<file path="src/rtl/clause_mem_arbiter.sv">
// Round-robin burst arbiter for the single port of the BCP clause data memory.
// Optional macro CLAUSE_ARB_INIT_PRIORITY_EN: requester 0 always wins IDLE arbitration when requesting.
module clause_mem_arbiter #(
    parameter int N_REQ     = 3,
    parameter int ADDR_W    = 8,
    parameter int DATA_W    = 32,
    parameter int MAX_BURST = 16,
    localparam int ID_W     = (N_REQ > 1) ? $clog2(N_REQ) : 1
) (
    input  logic                      clk,
    input  logic                      rst,
    input  logic [N_REQ-1:0]          req,
    input  logic [N_REQ-1:0]          last,
    input  logic [N_REQ*ADDR_W-1:0]   addr_in,
    input  logic [N_REQ-1:0]          we_in,
    input  logic [N_REQ*DATA_W-1:0]   wdata_in,
    output logic [N_REQ-1:0]          gnt,
    output logic                      mem_en,
    output logic                      mem_we,
    output logic [ADDR_W-1:0]         mem_addr,
    output logic [DATA_W-1:0]         mem_wdata,
    output logic                      rvalid,
    output logic [ID_W-1:0]           rvalid_id,
    output logic                      busy
);

    localparam int CNT_W = $clog2(MAX_BURST + 1);

    typedef enum logic {IDLE, GRANT} state_t;

    state_t            state_reg, state_next;
    logic [ID_W-1:0]   owner_reg, owner_next;
    logic [ID_W-1:0]   rr_ptr_reg, rr_ptr_next;
    logic [CNT_W-1:0]  beat_cnt_reg, beat_cnt_next;
    logic              rvalid_reg;
    logic [ID_W-1:0]   rvalid_id_reg;

    logic [ID_W-1:0]   arb_owner;
    logic [ID_W-1:0]   owner_inc;
    logic [CNT_W-1:0]  beat_cnt_inc;

    logic [ADDR_W-1:0] addr_arr  [N_REQ];
    logic [DATA_W-1:0] wdata_arr [N_REQ];

    for (genvar gi = 0; gi < N_REQ; gi++) begin : g_slice
        assign addr_arr[gi]  = addr_in[gi*ADDR_W +: ADDR_W];
        assign wdata_arr[gi] = wdata_in[gi*DATA_W +: DATA_W];
    end

    assign owner_inc    = (owner_reg == ID_W'(N_REQ - 1)) ? '0 : owner_reg + 1'b1;
    assign beat_cnt_inc = beat_cnt_reg + 1'b1;

    // First requester at or after rr_ptr, wrapping around.
    always_comb begin
        int  cand;
        logic found;
        cand      = 0;
        found     = 1'b0;
        arb_owner = rr_ptr_reg;
        for (int i = 0; i < N_REQ; i++) begin
            cand = int'(rr_ptr_reg) + i;
            if (cand >= N_REQ)
                cand = cand - N_REQ;
            if (!found && req[cand]) begin
                arb_owner = ID_W'(cand);
                found     = 1'b1;
            end
        end
`ifdef CLAUSE_ARB_INIT_PRIORITY_EN
        if (req[0])
            arb_owner = '0;
`else
`endif
    end

    always_ff @(posedge clk or posedge rst) begin
        if (rst) begin
            state_reg     <= IDLE;
            owner_reg     <= '0;
            rr_ptr_reg    <= '0;
            beat_cnt_reg  <= '0;
            rvalid_reg    <= 1'b0;
            rvalid_id_reg <= '0;
        end else begin
            state_reg    <= state_next;
            owner_reg    <= owner_next;
            rr_ptr_reg   <= rr_ptr_next;
            beat_cnt_reg <= beat_cnt_next;
            rvalid_reg   <= mem_en & ~mem_we;
            if (mem_en && !mem_we)
                rvalid_id_reg <= owner_reg;
        end
    end

    always_comb begin
        state_next    = state_reg;
        owner_next    = owner_reg;
        rr_ptr_next   = rr_ptr_reg;
        beat_cnt_next = beat_cnt_reg;
        case (state_reg)
            IDLE: begin
                if (|req) begin
                    state_next = GRANT;
                    owner_next = arb_owner;
                end
            end
            GRANT: begin
                // A dropped request ends the burst regardless of last.
                if (!req[owner_reg] || last[owner_reg] ||
                    beat_cnt_inc == CNT_W'(MAX_BURST)) begin
                    state_next    = IDLE;
                    rr_ptr_next   = owner_inc;
                    beat_cnt_next = '0;
                end else begin
                    beat_cnt_next = beat_cnt_inc;
                end
            end
            default: state_next = IDLE;
        endcase
    end

    always_comb begin
        gnt       = '0;
        busy      = 1'b0;
        mem_en    = 1'b0;
        mem_we    = 1'b0;
        mem_addr  = '0;
        mem_wdata = '0;
        if (state_reg == GRANT) begin
            gnt[owner_reg] = 1'b1;
            busy           = 1'b1;
            if (req[owner_reg]) begin
                mem_en    = 1'b1;
                mem_we    = we_in[owner_reg];
                mem_addr  = addr_arr[owner_reg];
                mem_wdata = wdata_arr[owner_reg];
            end
        end
    end

    assign rvalid    = rvalid_reg;
    assign rvalid_id = rvalid_id_reg;

endmodule

</file>
<file path="config.mk">
export PLATFORM = sky130hd
export DESIGN_NAME = clause_mem_arbiter
export DESIGN_NICKNAME = d
export VERILOG_FILES = /design/src/rtl/clause_mem_arbiter.sv
export SDC_FILE = /design/constraint.sdc
export NUM_CORES = 1
export LEC_CHECK = 0
export CORE_MARGIN = 2
export CORE_UTILIZATION = 28
export CTS_BUF_LIST = sky130_fd_sc_hd__clkbuf_4 sky130_fd_sc_hd__clkbuf_8 sky130_fd_sc_hd__clkbuf_16
export CTS_CLUSTER_SIZE = 40
export DETAILED_ROUTE_END_ITERATION = 16
export GPL_ROUTABILITY_DRIVEN = 1
export HOLD_SLACK_MARGIN = 0.02
export PLACE_DENSITY = 0.74
export SYNTH_ARGS = -nofsm -noshare
export SYNTH_HDL_FRONTEND = slang
export SYNTH_SLANG_ARGS = --single-unit
export TNS_END_PERCENT = 1
</file>
<file path="constraint.sdc">
create_clock -name clk -period 1.75 [get_ports clk]
set_input_delay 0.35 -clock clk [delete_from_list [all_inputs] [get_ports clk]]
set_output_delay 0.35 -clock clk [all_outputs]
set_load 0.01 [all_outputs]
</file>
==> metrics <==
NumNets Final 619; num rows 30; proportion of power drawn by the clock network 0.047; Worst R2R Start owner_reg[1]; CTS Hold Bufs 0; WHS ~0.45 ns; clk slew on worst S/H paths ~0.060 ns; Sw Ratio 0.4663; share of power burned in registers 0.089; Final Skew 0.001900 ns; top-area cell type share of the netlist area 0.2465; syn_area_per_cell between 6 and 7 sq um; share of cells above drive strength 1 0.3085; fillcell total around 570; WL final 9663 um; area of the multi-input gates about 0.0018 sq mm; largest net degree at the start of global routing 43; failing checks negative setup slack; worst setup path class reg2out; count of final hold-check violations 0; vias after detailed routing around 2900; Post-synth EDFFs 0; area of the mapped netlist roughly 0.002 sq mm; Root Driver clkbuf_8; slew margin rel. 0.6595; 1st-pass router iterations 4; max-slew violations 0; worst-margin pin slew between 0.5 and 0.6 ns; unrepaired setup endpoints after global routing yes; starting density of the core 0.2885; Synth-to-Final Area Change 127.2%; vias in the first global route around 2500; r2r setup slk -0.07 ns; Synth Instances roughly 290; count leader, synth nor2_1; yosys warns 0; cell-internal power between 3 and 4 mW; crit end category primary output; total global-route track usage 0.2025; Comb pwr share 0.865; Die Y-Extent just under 90 um; Final Wtd Congestion just over 0.8; H-tree depth 1; clk_lat worst skew approximately 0.24 ns; crit path from owner_reg[1]; residual DRC count 0; # clock sinks 13; MaxCap Viol Count 0; CTS tree built; Net Sw Power between 2 and 3 mW; sequential area share after synthesis 0.1669; setup violators final 50; Iteration-0 DRC Markers ~100; vias per inst 5.098; pwr dens ~1400 mW/mm^2; CP required 1.40 ns; wire per inst 17.16 um; die area about 0.0076 sq mm; hpwl dp between 6000 and 7000 um; # diodes 0; worst slack, placed -0.7080 ns; top cells by count, synth nor2_1, mux2i_1, a21oi_1, dfrtp_1; Mapped Nets between 400 and 500; Largest register FFs 5; post-synth top area cell mux2i_1; IO Port Bufs between 150 and 200; Top-Level Pins 180; Antenna Nets Post-Route 0; Lkg Pwr around 1.9 nW; Synth Register Bits 13; Longest Clk Path Bufs 2; final worst-path cycle share 1.150; Max Clk Rate approximately 500 MHz; HP Class in2async; crit path launch type flop; Most used DFF post-synth dfrtp_1; final worst slack -0.2622 ns; register area approximately 330 sq um; worst-case reg-to-reg path depth 8; Worst R2R End rvalid_id[0]; crit-path max FO 7; Unique masters post-synth 41; synth top area cells mux2i_1, nor2_1, dfrtp_1, a21oi_1, buf_2; Worst IR Drop VDD approximately 0.85 mV; Num CTS Buffers 3; Die Wd slightly below 90 um; outcome finished with violations; Worst Setup EP mem_wdata[21]; core outline area approximately 0.0068 sq mm; WP data arrival 1.66 ns; grt total ovfl 0; initial antenna violation count 0; crit path time final roughly 2.0 ns; first-pass GRT wire length 12420 um; Post-synth ARST share 1.000
worst min path at each step:
stage / cells after the start / to / startpoint / slack, ns
after global placement: 1 / rvalid_id[1] / rvalid_id[1] / 0.50
final: 2 / beat_cnt_reg[2] / rst / 0.45
after global routing: 2 / beat_cnt_reg[0] / rst / 0.50
after detailed placement: 1 / rvalid_id[1] / rvalid_id[1] / 0.50
after CTS: 2 / beat_cnt_reg[1] / rst / 0.48
after floorplan: 1 / beat_cnt_reg[0] / rst / 0.23
stage by stage:
step | std cells | area (sq um) | setup TNS [ns] | utilization | power [mW]
after floorplan | 287 | 1949 | 0 | - | 2.933
after global placement | 548 | 4033 | -26.39 | 0.5969 | 4.870
after detailed placement | 548 | 4033 | -27.91 | 0.5969 | 4.933
after CTS | 553 | 3951 | -8.078 | 0.5848 | 5.097
after global routing | 563 | 4429 | -14.43 | 0.6556 | 6.619
final | 563 | 4429 | -10.25 | 0.6556 | 6.196
area by class of cell:
class,count,share of cell area
repair buffers,216,0.4884
multi-input cells,240,0.3952
flip-flops and latches,13,0.07429
well taps,80,0.02260
clock buffers,4,0.01102
inverters,10,0.008475
cell families (layout without fill, tap and decap cells):
kind of cell / count (synthesis) / count (layout) / share of synthesized area
compound gates: 67 / 67 / 0.2035
mux: 52 / 52 / 0.2734
fa+ha+maj: 4 / 4 / 0.02567
buf+inv: 34 / 230 / 0.07767
simple gates: 116 / 116 / 0.2484
flops: 13 / 13 / 0.1669
xor+xnor: 1 / 1 / 0.004494
worst max-delay path, stage by stage (launching register included):
cell     delay (ns)
dfrtp_2        0.44
buf_12         0.16
buf_4          0.14
mux2i_1        0.20
nor2_1         0.07
a21oi_1        0.22
nor2_4         0.06
buf_6          0.12
repair_timing:
item | 4_1_cts | 5_1_grt
setup buffers | 1 | 4
endpoints found under the setup margin | 52 | 56
endpoints found under the hold margin | 0 | 0
pin swaps | 10 | 38
gates resized for setup | 174 | 108
cloned | 0 | 6
metal layers:
layer,routed length (um),track usage,up-vias
li1,-,-,1374
met2,5077,0.3850,144
met4,154,0.03636,0
met3,757,0.03507,12
met5,0,0,-
met1,3674,0.2365,1340
power by group through the flow:
stage	sequential, mW	combinational (mW)	clock [mW]
5_1_grt	0.564	5.76	0.298
4_1_cts	0.538	4.27	0.286
3_3_place_gp	0.538	4.33	0
2_1_floorplan	0.522	2.41	0
3_5_place_dp	0.540	4.39	0
6_report	0.551	5.36	0.288
layout by cell type, fill, tap and decap left out, types with 3 or more instances in the layout:
cell	instances
a21oi_1	29
buf_4	19
inv_1	9
nand3b_1	3
clkbuf_8	3
mux2i_1	45
buf_12	8
mux2_4	3
clkbuf_16	3
clkdlybuf4s50_1	133
dfrtp_1	10
dfrtp_2	3
nand2_1	9
a21oi_2	17
o21ai_1	3
o21ai_0	4
nor2_1	63
buf_6	25
nor2_2	7
nor2_4	19
buf_2	23
Power figures use the tool's default switching activity.
